==> src/rtl/heap_pkg.sv <==
// Shared parameters, derived widths and state encoding for the heap move sequencer.
package heap_pkg;

  localparam int unsigned MemoryElementWidth = 12;
  localparam int unsigned NArea              = 10;
  localparam int unsigned NArrays            = 20;
  localparam int unsigned NHeap              = 200;

  localparam int unsigned MEW = MemoryElementWidth;
  localparam int unsigned AW  = $clog2(NArrays);
  localparam int unsigned OW  = $clog2(NArea);
  localparam int unsigned HW  = $clog2(NHeap);
  // Length field width (0..NArea) and bound-check width (offset + length).
  localparam int unsigned LW  = OW + 1;
  localparam int unsigned EW  = OW + 2;

  typedef enum logic [2:0] {
    IDLE  = 3'd0,
    CHECK = 3'd1,
    READ  = 3'd2,
    RDATA = 3'd3,
    WRITE = 3'd4,
    DONE  = 3'd5,
    ERROR = 3'd6
  } move_state_t;

endpackage

==> src/rtl/heap_address_gen.sv <==
// Flat heap address of one element: array * NArea + offset.
module heap_address_gen
  import heap_pkg::*;
(
  input  logic [AW-1:0] array_i,
  input  logic [OW-1:0] offset_i,
  output logic [HW-1:0] addr_o
);

  assign addr_o = HW'(array_i) * HW'(NArea) + HW'(offset_i);

endmodule

==> src/rtl/heap_move_sequencer.sv <==
// memmove-style copier: one read then one write per element through the
// heap arbiter, with bounds checking and overlap-safe copy direction.
module heap_move_sequencer
  import heap_pkg::*;
(
  input  logic           clock,
  input  logic           resetN,
  input  logic           cmdValid,
  output logic           cmdReady,
  input  logic [AW-1:0]  cmdSource,
  input  logic [OW-1:0]  cmdSourceOff,
  input  logic [AW-1:0]  cmdTarget,
  input  logic [OW-1:0]  cmdTargetOff,
  input  logic [LW-1:0]  cmdLength,
  output logic           heapReq,
  input  logic           heapGnt,
  output logic           heapWe,
  output logic [HW-1:0]  heapAddr,
  output logic [MEW-1:0] heapWData,
  input  logic [MEW-1:0] heapRData,
  output logic           busy,
  output logic           done,
  output logic           error
);

  move_state_t    state_q, state_d;
  logic [AW-1:0]  src_q, src_d, tgt_q, tgt_d;
  logic [OW-1:0]  src_off_q, src_off_d, tgt_off_q, tgt_off_d;
  logic [LW-1:0]  len_q, len_d;
  logic [OW-1:0]  idx_q, idx_d;
  logic           desc_q, desc_d;
  logic [MEW-1:0] data_q, data_d;

  logic           ready_q, ready_d, busy_q, busy_d;
  logic           req_q, req_d, we_q, we_d;
  logic [HW-1:0]  addr_q, addr_d;
  logic           done_q, done_d, error_q, error_d;

  logic [EW-1:0]  src_end_s, tgt_end_s;
  logic           range_err_s, last_s;
  logic [AW-1:0]  gen_array_s;
  logic [OW-1:0]  gen_off_s;
  logic [HW-1:0]  gen_addr_s;

  // End-of-range sums are widened so offset+length cannot wrap.
  assign src_end_s   = EW'(src_off_q) + EW'(len_q);
  assign tgt_end_s   = EW'(tgt_off_q) + EW'(len_q);
  assign range_err_s = (src_q >= AW'(NArrays)) || (tgt_q >= AW'(NArrays)) ||
                       (src_end_s > EW'(NArea)) || (tgt_end_s > EW'(NArea));
  assign last_s      = desc_q ? (idx_q == {OW{1'b0}})
                              : (LW'(idx_q) == (len_q - LW'(1)));

  // Next state and datapath: latch command, check it, then walk the elements.
  always_comb begin
    state_d   = state_q;
    src_d     = src_q;
    src_off_d = src_off_q;
    tgt_d     = tgt_q;
    tgt_off_d = tgt_off_q;
    len_d     = len_q;
    idx_d     = idx_q;
    desc_d    = desc_q;
    data_d    = data_q;
    case (state_q)
      IDLE: begin
        if (cmdValid) begin
          src_d     = cmdSource;
          src_off_d = cmdSourceOff;
          tgt_d     = cmdTarget;
          tgt_off_d = cmdTargetOff;
          len_d     = cmdLength;
          state_d   = CHECK;
        end else begin
          state_d   = IDLE;
        end
      end
      CHECK: begin
        if (range_err_s) begin
          state_d = ERROR;
        end else if (len_q == {LW{1'b0}}) begin
          state_d = DONE;
        end else begin
          // Copy high-to-low only when the target overlaps above the source.
          desc_d  = (src_q == tgt_q) && (src_off_q < tgt_off_q);
          idx_d   = desc_d ? OW'(len_q - LW'(1)) : {OW{1'b0}};
          state_d = READ;
        end
      end
      READ: begin
        if (heapGnt) state_d = RDATA;
        else         state_d = READ;
      end
      RDATA: begin
        data_d  = heapRData;
        state_d = WRITE;
      end
      WRITE: begin
        if (heapGnt) begin
          if (last_s) begin
            state_d = DONE;
          end else begin
            idx_d   = desc_q ? (idx_q - OW'(1)) : (idx_q + OW'(1));
            state_d = READ;
          end
        end else begin
          state_d = WRITE;
        end
      end
      DONE:    state_d = IDLE;
      ERROR:   state_d = IDLE;
      default: state_d = IDLE;
    endcase
  end

  // Address generator operand select: source side for reads, target otherwise.
  always_comb begin
    if (state_d == READ) begin
      gen_array_s = src_d;
      gen_off_s   = src_off_d + idx_d;
    end else begin
      gen_array_s = tgt_d;
      gen_off_s   = tgt_off_d + idx_d;
    end
  end

  heap_address_gen u_addr_gen (
    .array_i  (gen_array_s),
    .offset_i (gen_off_s),
    .addr_o   (gen_addr_s)
  );

  // Output values for the state being entered, so every output is a flop.
  always_comb begin
    ready_d = 1'b0;
    busy_d  = 1'b1;
    req_d   = 1'b0;
    we_d    = 1'b0;
    addr_d  = {HW{1'b0}};
    done_d  = 1'b0;
    error_d = 1'b0;
    case (state_d)
      IDLE: begin
        ready_d = 1'b1;
        busy_d  = 1'b0;
      end
      READ: begin
        req_d  = 1'b1;
        addr_d = gen_addr_s;
      end
      WRITE: begin
        req_d  = 1'b1;
        we_d   = 1'b1;
        addr_d = gen_addr_s;
      end
      DONE:    done_d  = 1'b1;
      ERROR:   error_d = 1'b1;
      default: busy_d  = 1'b1;
    endcase
  end

  // State and datapath registers.
  always_ff @(posedge clock or negedge resetN) begin
    if (!resetN) begin
      state_q   <= IDLE;
      src_q     <= {AW{1'b0}};
      src_off_q <= {OW{1'b0}};
      tgt_q     <= {AW{1'b0}};
      tgt_off_q <= {OW{1'b0}};
      len_q     <= {LW{1'b0}};
      idx_q     <= {OW{1'b0}};
      desc_q    <= 1'b0;
      data_q    <= {MEW{1'b0}};
    end else begin
      state_q   <= state_d;
      src_q     <= src_d;
      src_off_q <= src_off_d;
      tgt_q     <= tgt_d;
      tgt_off_q <= tgt_off_d;
      len_q     <= len_d;
      idx_q     <= idx_d;
      desc_q    <= desc_d;
      data_q    <= data_d;
    end
  end

  // Output registers.
  always_ff @(posedge clock or negedge resetN) begin
    if (!resetN) begin
      ready_q <= 1'b1;
      busy_q  <= 1'b0;
      req_q   <= 1'b0;
      we_q    <= 1'b0;
      addr_q  <= {HW{1'b0}};
      done_q  <= 1'b0;
      error_q <= 1'b0;
    end else begin
      ready_q <= ready_d;
      busy_q  <= busy_d;
      req_q   <= req_d;
      we_q    <= we_d;
      addr_q  <= addr_d;
      done_q  <= done_d;
      error_q <= error_d;
    end
  end

  assign cmdReady  = ready_q;
  assign busy      = busy_q;
  assign heapReq   = req_q;
  assign heapWe    = we_q;
  assign heapAddr  = addr_q;
  assign heapWData = data_q;
  assign done      = done_q;
  assign error     = error_q;

endmodule

==> config.mk <==
export PLATFORM = sky130hd
export DESIGN_NAME = heap_move_sequencer
export DESIGN_NICKNAME = d
export VERILOG_FILES = /design/src/rtl/heap_pkg.sv /design/src/rtl/heap_address_gen.sv /design/src/rtl/heap_move_sequencer.sv
export SDC_FILE = /design/constraint.sdc
export NUM_CORES = 1
export LEC_CHECK = 0
export CORE_ASPECT_RATIO = 1.5
export CORE_MARGIN = 3
export CORE_UTILIZATION = 35
export CTS_CLUSTER_SIZE = 8
export DETAILED_ROUTE_END_ITERATION = 12
export DONT_BUFFER_PORTS = 1
export PLACE_DENSITY_LB_ADDON = 0.3
export SLEW_MARGIN = 40
export SYNTH_ARGS = -nofsm -noshare
export SYNTH_HDL_FRONTEND = slang
export SYNTH_SLANG_ARGS = --single-unit
==> constraint.sdc <==
create_clock -name clock -period 6.58 [get_ports clock]
set_clock_uncertainty 0.2 [all_clocks]
set_input_delay 1.316 -clock clock [delete_from_list [all_inputs] [get_ports clock]]
set_output_delay 1.316 -clock clock [all_outputs]
set_load 0.02 [all_outputs]
==> impl_metrics.yaml, run 1 <==
sta:
  finalSetupViolCount: 0
  slew-limit-headroom: 0.643
  worst-slew-pin-transition_ps: 530
  post-route-period-util: 0.853
  grt_setup_unrepaired: "no"
  period_needed_ps: 5610
  maxClockFrequency_mhz: 178
  timing.final.max_slew_violations: 0
  fin_setup_tns_ps: 0
  timing_hold_violations_final: 0
detailed_routing:
  average_detailed_routed_wire_length_per_instance_um: 17.8
  drt-met1-wl_um: 2980
  dr_wl_met3_um: 311
  dr.max_layer_used: "met4"
  detail_route.drc_violations: 0
  postRouteAntennaNets: 0
  detail_route.iter0.violations: 53
  vias_per_cell: 5.29
  vias: 2327
  wl_met2_um: 4250
  drt_wl_total_um: 7820
  first_pass_iters: 4
clock_network:
  root_buffer: "sky130_fd_sc_hd__clkbuf_16"
  worstSkewPairLatency_ps: 320
  post_cts_hold_buffer_count: 0
  tritoncts: "built"
  total_cts_buffers: 9
  deepest_clock_path_buffer_count: 2
  postCtsSetupRepairBufs: 0
  clock_sinks: 57
  cts_htree_levels: 3
  path_clk_slew_ps: 50
  cts_resized: 0
global_route:
  grt_start_max_net_pins: 58
  track_usage: 0.148
  grt_antenna_before_repair: 0
  grt_pass1_wl_um: 12700
  grt.overflow.total: 0
  grt_pass1_vias: 2469
min_path:
  worstHoldPathCells: 1
  holdCritPathClass: "reg2reg"
  timing.hold.worst_endpoint: "tgt_q[0]"
  hp-start: "tgt_q[0]"
worst_setup_path:
  crit_path_max_fanout: 12
  regToRegSetupSlack_ps: 970
  cp_data_arrival_time_ps: 5650
  rr_endpoint: "heapAddr[7]"
  worst_ep_required_time_ps: 6620
  r2r-start: "len_q[0]"
  worstSetupPathType: "reg2reg"
  critPathLaunchType: "register"
  reg2regPathDepth: 23
  timing.critical_path.to_type: "register"
synthesis:
  synth-edff-count: 0
  postSynth.topFlopCell: "sky130_fd_sc_hd__dfrtp_1"
  syn_area_um2: 3560
  synth-async-reset-ratio: 1.00
  area_share_of_the_largest_cell_type_after_synthesis: 0.393
  net_count_after_synthesis: 386
  synthesis.area_per_instance_um2: 11.4
  synth.yosys.seq_area_share: 0.400
  yosys_warnings: 0
  synth_cell_types: 68
  netlist_top_cells_area: "sky130_fd_sc_hd__dfrtp_1, sky130_fd_sc_hd__ha_1, sky130_fd_sc_hd__mux2_2"
  ys_ff_latch: 57
  synth_area_leader_cell: "sky130_fd_sc_hd__dfrtp_1"
  postSynthCellCount: 314
placement:
  dp.final_hpwl_um: 6010
  buffer_ports.inserted: 0
  place.gp.congestion: 0.815
floorplan:
  core.rowCount: 44
  initial_utilization: 0.364
  floorplan.die_area_um2: 11500
  placeableCoreArea_um2: 9800
  floorplan.io_pins: 65
  die_y_um: 130
  die_w_um: 88.4
finish:
  antenna_cells_inserted: 0
  area_growth_pct: 12.8
  post_route_cells_drive_above_1_share: 0.215
  num-nets-final: 392
status:
  result_of_the_run: "complete, no violations"
flow_run:
  max-cap-violations: 0
critical path, cell delays in order (launching register included):
cell and delay (ps):
sky130_fd_sc_hd__dfrtp_1 470, sky130_fd_sc_hd__ha_1 230, sky130_fd_sc_hd__inv_1 60, sky130_fd_sc_hd__fa_1 470, sky130_fd_sc_hd__nand2b_1 120, sky130_fd_sc_hd__a21oi_1 70
sky130_fd_sc_hd__o211a_2 290, sky130_fd_sc_hd__nor4b_4 320, sky130_fd_sc_hd__a31o_4 230, sky130_fd_sc_hd__and4b_4 390, sky130_fd_sc_hd__mux2_1 400, sky130_fd_sc_hd__ha_1 300
sky130_fd_sc_hd__a21o_1 180, sky130_fd_sc_hd__a21oi_1 160, sky130_fd_sc_hd__xor2_1 200, sky130_fd_sc_hd__xnor2_1 100, sky130_fd_sc_hd__ha_1 330, sky130_fd_sc_hd__a21o_1 120
sky130_fd_sc_hd__nand2_1 50, sky130_fd_sc_hd__or2_2 300, sky130_fd_sc_hd__a21oi_1 110, sky130_fd_sc_hd__o21ai_0 90, sky130_fd_sc_hd__o21bai_1 160, sky130_fd_sc_hd__mux2i_1 160
layout make-up:
| class | count | area [um^2] |
|---|---|---|
| clock buffers | 12 | 256 |
| well taps | 115 | 144 |
| repair buffers | 1 | 7.51 |
| clock inverters | 4 | 73.8 |
| fillers | 953 | 5780 |
| inverters | 19 | 71.3 |
| multi-input cells | 232 | 2040 |
| flip-flops and latches | 57 | 1430 |
through the flow:
step | area (um^2) | setup WS [ps] | std cells | hold slack [ps] | util
after floorplan | 3560 | 1340 | 314 | 312 | -
after CTS | 4020 | 952 | 440 | 359 | 0.410
after detailed placement | 3690 | 989 | 424 | 347 | 0.377
final | 4020 | 968 | 440 | 350 | 0.410
after global placement | 3690 | 1090 | 424 | 349 | 0.377
after global routing | 4020 | 629 | 440 | 373 | 0.410
layout by cell type, fill, tap and decap left out, drive strengths merged, types with 6 or more instances in the layout:
| cell | Yosys | routed |
|---|---|---|
| nand2 | 22 | 22 |
| dfrtp | 56 | 56 |
| nor2b | 8 | 8 |
| clkbuf | 4 | 12 |
| nor2 | 12 | 12 |
| a21oi | 12 | 12 |
| a21o | 8 | 8 |
| fa | 6 | 6 |
| xor2 | 6 | 6 |
| mux2 | 37 | 37 |
| inv | 19 | 20 |
| xnor2 | 11 | 11 |
| o21ai | 20 | 20 |
| ha | 27 | 27 |
cell families after synthesis:
kind of cell	share of synthesized area
and+or+nand+nor	0.156
AOI/OAI and AO/OA	0.114
DFF	0.400
muxes	0.124
adders and majority gates	0.128
buffers and inverters	0.0291
xor gates and xnor gates	0.0481
worst max path at each step:
| stage | cells past startpoint | startpoint | to |
|---|---|---|---|
| 6_report | 23 | len_q[0] | heapAddr[7] |
| 3_3_place_gp | 23 | len_q[0] | heapAddr[7] |
| 3_5_place_dp | 23 | len_q[0] | heapAddr[7] |
| 2_1_floorplan | 24 | len_q[0] | heapAddr[7] |
| 5_1_grt | 24 | len_q[0] | heapAddr[7] |
| 4_1_cts | 23 | len_q[0] | heapAddr[7] |
state kept, by name (all words and copies together) (netlist names):
register / cells
cmdReady: 1
tgt_off_q: 4
done: 1
desc_q: 1
src_off_q: 4
heapWData: 12
heapWe: 1
busy: 1
idx_q: 4
heapAddr: 8
state_q: 3
heapReq: 1
src_q: 5
tgt_q: 5
len_q: 5
error: 1
layer usage:
layer / vias up / global-route usage
met5: - / 0
met4: 0 / 0.0810
met3: 15 / 0.0426
met2: 44 / 0.249
met1: 1131 / 0.167
li1: 1137 / -
synth_stat cells, types with 3 or more instances:
cell type                  count
sky130_fd_sc_hd__nor2_1       11
sky130_fd_sc_hd__inv_1        19
sky130_fd_sc_hd__nand3_1       5
sky130_fd_sc_hd__o21ai_0      18
sky130_fd_sc_hd__a21oi_1      10
sky130_fd_sc_hd__mux2_1        8
sky130_fd_sc_hd__nor3_1        3
sky130_fd_sc_hd__nand4_1       3
sky130_fd_sc_hd__o211ai_2      3
sky130_fd_sc_hd__xor2_1        6
sky130_fd_sc_hd__nand2_1      22
sky130_fd_sc_hd__clkbuf_1      3
sky130_fd_sc_hd__nand2b_1      3
sky130_fd_sc_hd__a21o_1        7
sky130_fd_sc_hd__dfrtp_1      56
sky130_fd_sc_hd__xnor2_1      11
sky130_fd_sc_hd__mux2_2       28
sky130_fd_sc_hd__fa_1          6
sky130_fd_sc_hd__nor2b_1       7
sky130_fd_sc_hd__ha_1         27
Power of run 1 is not shown: default switching activity piles up to over one toggle a cycle in this logic, so the estimate is an artifact.
==> run 2, diff against run 1 <==
--- a/config.mk
+++ b/config.mk
@@ -11,6 +11,7 @@
 export CTS_CLUSTER_SIZE = 8
 export DETAILED_ROUTE_END_ITERATION = 12
 export DONT_BUFFER_PORTS = 1
+export HOLD_SLACK_MARGIN = 0.02
 export PLACE_DENSITY_LB_ADDON = 0.3
 export SLEW_MARGIN = 40
 export SYNTH_ARGS = -nofsm -noshare
==> results of run 2 <==
The final DEF is identical to that of run 1; final timing and power are the same.
Power of run 2 is left out for the same reason.
